[config.mk]
export PLATFORM = sky130hd
export DESIGN_NAME = fifo_word_packer
export DESIGN_NICKNAME = d
export VERILOG_FILES = /design/src/rtl/fifo_pkg.sv /design/src/rtl/fifo_packer_out_reg.sv /design/src/rtl/fifo_word_packer.sv
export SDC_FILE = /design/constraint.sdc
export NUM_CORES = 1
export LEC_CHECK = 0
export CELL_PAD_IN_SITES_DETAIL_PLACEMENT = 0
export CELL_PAD_IN_SITES_GLOBAL_PLACEMENT = 1
export CORE_MARGIN = 2
export CORE_UTILIZATION = 38
export DETAILED_ROUTE_END_ITERATION = 16
export GPL_ROUTABILITY_DRIVEN = 0
export PLACE_DENSITY = 0.83
export SLEW_MARGIN = 20
export SYNTH_ARGS = -nofsm -noshare
export SYNTH_HDL_FRONTEND = slang
export SYNTH_HIERARCHICAL = 1
export SYNTH_SLANG_ARGS = --single-unit
[constraint.sdc]
create_clock -name clk -period 2.5 [get_ports clk]
set_input_delay 0.75 -clock clk [delete_from_list [all_inputs] [get_ports clk]]
set_output_delay 0.75 -clock clk [all_outputs]
set_load 0.01 [all_outputs]
[src/rtl/fifo_pkg.sv]
// Shared types and helpers for the FIFO read-side word packer.
package fifo_pkg;

   // Accumulator state: FILL while lanes remain, HOLD while a full word waits on a busy output.
   typedef enum logic {
      FILL = 1'b0,
      HOLD = 1'b1
   } packer_state_e;

   // Lane counter width; the count must reach ratio itself (the HOLD value), hence ratio + 1.
   function automatic int cnt_w(input int ratio);
      return $clog2(ratio + 1);
   endfunction

endpackage

[src/rtl/fifo_packer_out_reg.sv]
// Valid/ready output register: loads a new word, holds it until accepted, then drops valid.
module fifo_packer_out_reg #(
   parameter int WIDTH = 32
) (
   input  logic             clk,
   input  logic             rst,
   input  logic             load,
   input  logic [WIDTH-1:0] load_data,
   input  logic             m_ready,
   output logic             can_load,
   output logic             m_valid,
   output logic [WIDTH-1:0] m_data
);

   logic             valid_q, valid_d;
   logic [WIDTH-1:0] data_q, data_d;

   // Next state: a load replaces the word (even on the accept edge), an accept alone clears valid.
   always_comb begin
      valid_d = valid_q;
      data_d  = data_q;
      if (load) begin
         valid_d = 1'b1;
         data_d  = load_data;
      end else if (valid_q && m_ready) begin
         valid_d = 1'b0;
      end
   end

   // Output register with synchronous reset.
   always_ff @(posedge clk) begin
      // NOTE: non-blocking assignments here so every flop samples pre-edge values, like real hardware.
      if (rst) begin
         valid_q <= 1'b0;
         data_q  <= '0;
      end else begin
         valid_q <= valid_d;
         data_q  <= data_d;
      end
   end

   assign can_load = !valid_q || m_ready;
   assign m_valid  = valid_q;
   assign m_data   = data_q;

endmodule

[src/rtl/fifo_word_packer.sv]
// Pops narrow words from sync_fifo and packs PACK_RATIO of them into one wide valid/ready word.
// First-popped word lands in the least significant lane.
// Optional feature macro: FIFO_PACKER_FLUSH_EN adds a flush input and a per-lane m_keep output
// so a partial word can be forced out.
module fifo_word_packer
   import fifo_pkg::*;
#(
   parameter int DATA_WIDTH = 8,
   parameter int PACK_RATIO = 4
) (
   input  logic                             clk,
   input  logic                             rst,
   output logic                             rd_en,
   input  logic [DATA_WIDTH-1:0]            rd_data,
   input  logic                             empty,
`ifdef FIFO_PACKER_FLUSH_EN
   input  logic                             flush,
   output logic [PACK_RATIO-1:0]            m_keep,
`endif
   output logic                             m_valid,
   input  logic                             m_ready,
   output logic [DATA_WIDTH*PACK_RATIO-1:0] m_data
);

   localparam int              CNT_W    = cnt_w(PACK_RATIO);
   localparam int              WIDE_W   = DATA_WIDTH * PACK_RATIO;
   localparam logic [CNT_W-1:0] FULL_CNT = CNT_W'(PACK_RATIO);
   localparam logic [CNT_W-1:0] LAST_CNT = CNT_W'(PACK_RATIO - 1);
`ifdef FIFO_PACKER_FLUSH_EN
   localparam int              OUT_W    = WIDE_W + PACK_RATIO;
`else
   localparam int              OUT_W    = WIDE_W;
`endif

   packer_state_e     state_q, state_d;
   logic [CNT_W-1:0]  cnt_q, cnt_d;
   logic              inflight_q, inflight_d;
   logic [WIDE_W-1:0] acc_q, acc_d;
   logic [WIDE_W-1:0] move_data;
   logic              move;
   logic              out_can_load;
   logic              pop_block;
   logic [OUT_W-1:0]  out_load_data;
   logic [OUT_W-1:0]  out_data;
`ifdef FIFO_PACKER_FLUSH_EN
   logic              flush_pend_q, flush_pend_d;
   logic [PACK_RATIO-1:0] move_keep;
`endif

   // Capture, completion/move decisions, accumulator FSM and pop issue.
   always_comb begin
      // NOTE: every output of this block gets a default first so no path leaves one unassigned (no latches).
      state_d   = state_q;
      cnt_d     = cnt_q;
      acc_d     = acc_q;
      move      = 1'b0;
`ifdef FIFO_PACKER_FLUSH_EN
      move_keep = '1;
`endif
      unique case (state_q)
         FILL: begin
            if (inflight_q) begin
               acc_d[int'(cnt_q)*DATA_WIDTH +: DATA_WIDTH] = rd_data;
               if (cnt_q == LAST_CNT) begin
                  if (out_can_load) begin
                     move  = 1'b1;
                     cnt_d = '0;
                  end else begin
                     cnt_d   = FULL_CNT;
                     state_d = HOLD;
                  end
               end else begin
                  cnt_d = cnt_q + 1'b1;
               end
            end
`ifdef FIFO_PACKER_FLUSH_EN
            else if (flush_pend_q && (cnt_q != '0) && out_can_load) begin
               move  = 1'b1;
               cnt_d = '0;
               for (int i = 0; i < PACK_RATIO; i++) begin
                  move_keep[i] = (CNT_W'(i) < cnt_q);
               end
            end
`endif
         end
         HOLD: begin
            if (out_can_load) begin
               move    = 1'b1;
               cnt_d   = '0;
               state_d = FILL;
            end
         end
         default: state_d = FILL;
      endcase

      // The moved word includes this edge's capture; the cleared accumulator keeps unfilled lanes zero.
      move_data = acc_d;
      if (move) begin
         acc_d = '0;
      end

      // Pop when the lane the data will land in after this edge exists; a completing move frees
      // lane 0 on the same edge, which keeps the stream at one word per clock.
      rd_en = !empty && !rst && (cnt_d < FULL_CNT) && !pop_block;
   end

   assign inflight_d = rd_en;

`ifdef FIFO_PACKER_FLUSH_EN
   // Flush request: blocks pops until any in-flight word lands, then emits or discards the partial.
   always_comb begin
      flush_pend_d = flush_pend_q;
      if (flush_pend_q && !inflight_q && ((cnt_q == '0) || move)) begin
         flush_pend_d = 1'b0;
      end
      if (flush) begin
         flush_pend_d = 1'b1;
      end
   end

   assign pop_block     = flush_pend_q || flush;
   assign out_load_data = {move_keep, move_data};
   assign m_keep        = out_data[WIDE_W +: PACK_RATIO];
`else
   assign pop_block     = 1'b0;
   assign out_load_data = move_data;
`endif

   assign m_data = out_data[WIDE_W-1:0];

   // Accumulator, lane count, pop tracking and state registers.
   always_ff @(posedge clk) begin
      if (rst) begin
         state_q      <= FILL;
         cnt_q        <= '0;
         inflight_q   <= 1'b0;
         // NOTE: the accumulator is reset on purpose; flushed partial words rely on unfilled lanes being zero.
         acc_q        <= '0;
`ifdef FIFO_PACKER_FLUSH_EN
         flush_pend_q <= 1'b0;
`endif
      end else begin
         state_q      <= state_d;
         cnt_q        <= cnt_d;
         inflight_q   <= inflight_d;
         acc_q        <= acc_d;
`ifdef FIFO_PACKER_FLUSH_EN
         flush_pend_q <= flush_pend_d;
`endif
      end
   end

   fifo_packer_out_reg #(
      .WIDTH (OUT_W)
   ) u_out_reg (
      .clk       (clk),
      .rst       (rst),
      .load      (move),
      .load_data (out_load_data),
      .m_ready   (m_ready),
      .can_load  (out_can_load),
      .m_valid   (m_valid),
      .m_data    (out_data)
   );

endmodule
==> summary.txt <==
CP Capture Type = output port
H-Tree Level Count = 3
Mean post-synth cell area = 9.823 µm²
Leading post-synthesis cells by cell area = dfxtp_1 (43%), mux2i_1 (9.9%), a211oi_2 (7.4%)
Final Max Slew Viols = 0
Root Buffer Master = clkbuf_8
Part of the power in registers = 49.6%
Placed Area = 3779 µm²
GRT overflow = 0
Area grow syn2layout = 25.09%
Syn Nets = 346
Worst-Skew Late Latency = 0.34 ns
CTS Hold Buffers Added = 0
Part of the power in combinational logic = 7.6%
Max cap viols = 0
Maximum clock insertion buffer count = 2
First-pass GRT wire length = 11620 µm
Worst r2r src = cnt_q[1]$_SDFFE_PP0P_
Tightest Hold Check Type = flip-flop to flip-flop
Pin count of the biggest net entering global routing = 70
Drt wl/cell = 14.08 µm
Yosys reg bits = 70
Outcome = finished, final reports clean
Total CTS buffers = 9
TritonCTS Sinks = 70
Die W = 96.08 µm
IO buf count = 45
Clock power share = 42.7%
Fmax = 0.4139 GHz
WHS Endpoint = acc_q[16]$_SDFF_PP0_
Mapped Area = 3222 µm²
Clock Pin Slew Worst Setup and Hold Paths = 0.07 ns
CP arrival = 1.67 ns
Crit path max-delay cell type = or3_4
Post-synth EDFFs = 0
Initial Util = 39.21%
WHS Path Cells = 2
Total power = 2.271 mW
WP data required = 1.75 ns
Dpl ws = -0.7053 ns
HPWL after detailed placement = 4600 µm
Warnings from Yosys = 6
Pleak = 1.622 nW
P_int = 1.759 mW
Cell Rows = 33
CTS tree = done
Worst slew margin relative to its limit = 47.26%
Register area share after synthesis = 43.50%
RR Endpoint = u_out_reg/m_data[2]$_SDFFE_PP0P_
I/O pins = 46
Core ar. = 8217 µm²
NumNets Final = 396
Initial antenna violation count = 0
Die Y-Extent = 96.08 µm
Leading area contributor after synthesis = dfxtp_1
Synth unique cells = 34
CP Max Fanout = 3
Max incr delay on CP = 0.39 ns
Final Hold Viols = 0
Via density = 5.002
Minimum clock period = 2.416 ns
Worst-Margin Slew = 0.7912 ns
RSZ-0062 raised after global routing = no
R2R cell count = 9
P_sw = 512.6 µW
Final WL = 6871 µm
Final setup vio count = 0
Setup Skew = 0.004519 ns
Detailed-route via count = 2441
Synthesized instance count = 328
Total die area = 9231 µm²
Min-delay src = acc_q[16]$_SDFF_PP0_
Most numerous cell in the Yosys netlist = dfxtp_1
Hold Slack = 0.4748 ns
Critical path cell sequence = clkbuf_2, nand2b_4, or3_4, and3_4, buf_6
Share of cells above drive strength 1 = 21.15%
Number of global-route vias before repair = 2464
DR pass1 iterations = 4
ANT cells = 0
Period utilization = 96.64%
Setup WS post-layout = 0.08402 ns
Leading cell types by count after synthesis = dfxtp_1 (70), nand2_1 (41), nor2_1 (36), mux2i_1 (32), a211oi_2 (19)
GRT Util Overall = 16.61%
# DRC = 0
Sw Share = 22.57%
Design Area, Final = 4030 µm²
Top cell type's share of synthesized area = 43.50%
Async set or reset register ratio after synthesis = 0%
Pwr dens = 563.6 nW/µm²
Routed Antenna Nets = 0
Peak supply drop = 0.4147 mV
Crit path launch type = primary input
Number of DRC markers in iteration 0 = 102
Worst R2R Setup Slack = 0.28 ns
Synth Flop Type = dfxtp_1
Setup CP Type = primary input to output port
Final Core Density = 49.05%
-- layout by cell type, fill, tap and decap left out, drive strengths merged --
| master | instances |
|---|---|
| ha | 6 |
| nand2 | 41 |
| clkbuf | 14 |
| mux2i | 32 |
| nor2b | 4 |
| or4b | 2 |
| nor4b | 2 |
| clkdlybuf4s50 | 42 |
| or3 | 1 |
| nand4 | 8 |
| and3b | 9 |
| clkinv | 2 |
| mux2 | 8 |
| inv | 5 |
| nand2b | 3 |
| buf | 22 |
| and4b | 2 |
| or2 | 1 |
| bufinv | 1 |
| and3 | 10 |
| dfxtp | 70 |
| nor3 | 1 |
| a211oi | 25 |
| nand4b | 3 |
| nand3 | 18 |
| a21oi | 5 |
| o21ai | 10 |
| nor2 | 36 |
-- cells by family (layout without fill, tap and decap cells) --
logic type	count (synthesis)	in the layout	share of synthesized area [%]
buffers and inverters	31	86	6.407
multiplexers	40	40	12.74
AO/OA/AOI/OAI	40	40	11.69
flip-flops	70	70	43.50
adder cells (fa/ha/maj)	6	6	2.330
AND/OR/NAND/NOR	141	141	23.34
-- registers in the layout, summed over array words and instances, names as in the netlist --
register           cells
inflight_q             1
state_q                1
acc_q                 32
cnt_q                  3
u_out_reg/m_valid      1
u_out_reg/m_data      32
-- layer usage --
layer	vias to the layer above	part of all wire [%]	track usage, %
met5	-	0	0
met4	0	1.8	5.833
met3	11	4.0	5.325
met2	40	48	26.74
met1	1140	46	20.87
li1	1250	-	-
-- timing repair --
| item | 4_1_cts | 5_1_grt |
|---|---|---|
| endpoints found under the setup margin | 1 | 3 |
| pin swaps | 1 | 1 |
| buffers inserted | 1 | 0 |
| resized for setup | 11 | 5 |
-- per-stage QoR --
| step | TNS [ns] | cells |
|---|---|---|
| floorplan | 0 | 328 |
| global placement | -0.6748 | 471 |
| detailed placement | -0.7053 | 471 |
| CTS | 0 | 488 |
| global route | 0 | 488 |
| finish | 0 | 488 |
-- power groups by stage --
stage | clock (mW) | sequential (mW) | combinational, mW
after floorplan | 0 | 1.15 | 0.109
after global placement | 0 | 1.15 | 0.166
after detailed placement | 0 | 1.15 | 0.168
after CTS | 1.00 | 1.13 | 0.171
after global routing | 1.04 | 1.13 | 0.189
final | 0.971 | 1.13 | 0.173
-- area by class of cell --
cell class                 count  area, µm²
sequential                    70       1403
tap                          105      131.4
clock buffer                  13      178.9
timing repair buffer          65      616.8
clock inverter                 3      40.04
multi-input combinational    227       1642
fill                         774       4187
inverter                       5      18.77
-- worst max-delay path: cells and delay by family --
family	cells	cell delay, ns
buf+inv	2	0.20
simple gates	3	0.71
-- worst max path at each step --
stage	endpoint	from	cells past startpoint	slack [ns]
after floorplan	u_out_reg/m_data[7]$_SDFFE_PP0P_	cnt_q[0]$_SDFFE_PP0P_	11	0.07
after global placement	rd_en	m_ready	6	-0.67
after detailed placement	rd_en	m_ready	6	-0.71
after CTS	rd_en	m_ready	5	0.01
after global routing	rd_en	cnt_q[0]$_SDFFE_PP0P_	5	0.04
final	rd_en	m_ready	5	0.08
No activity file was read; power rests on OpenSTA's default activity.
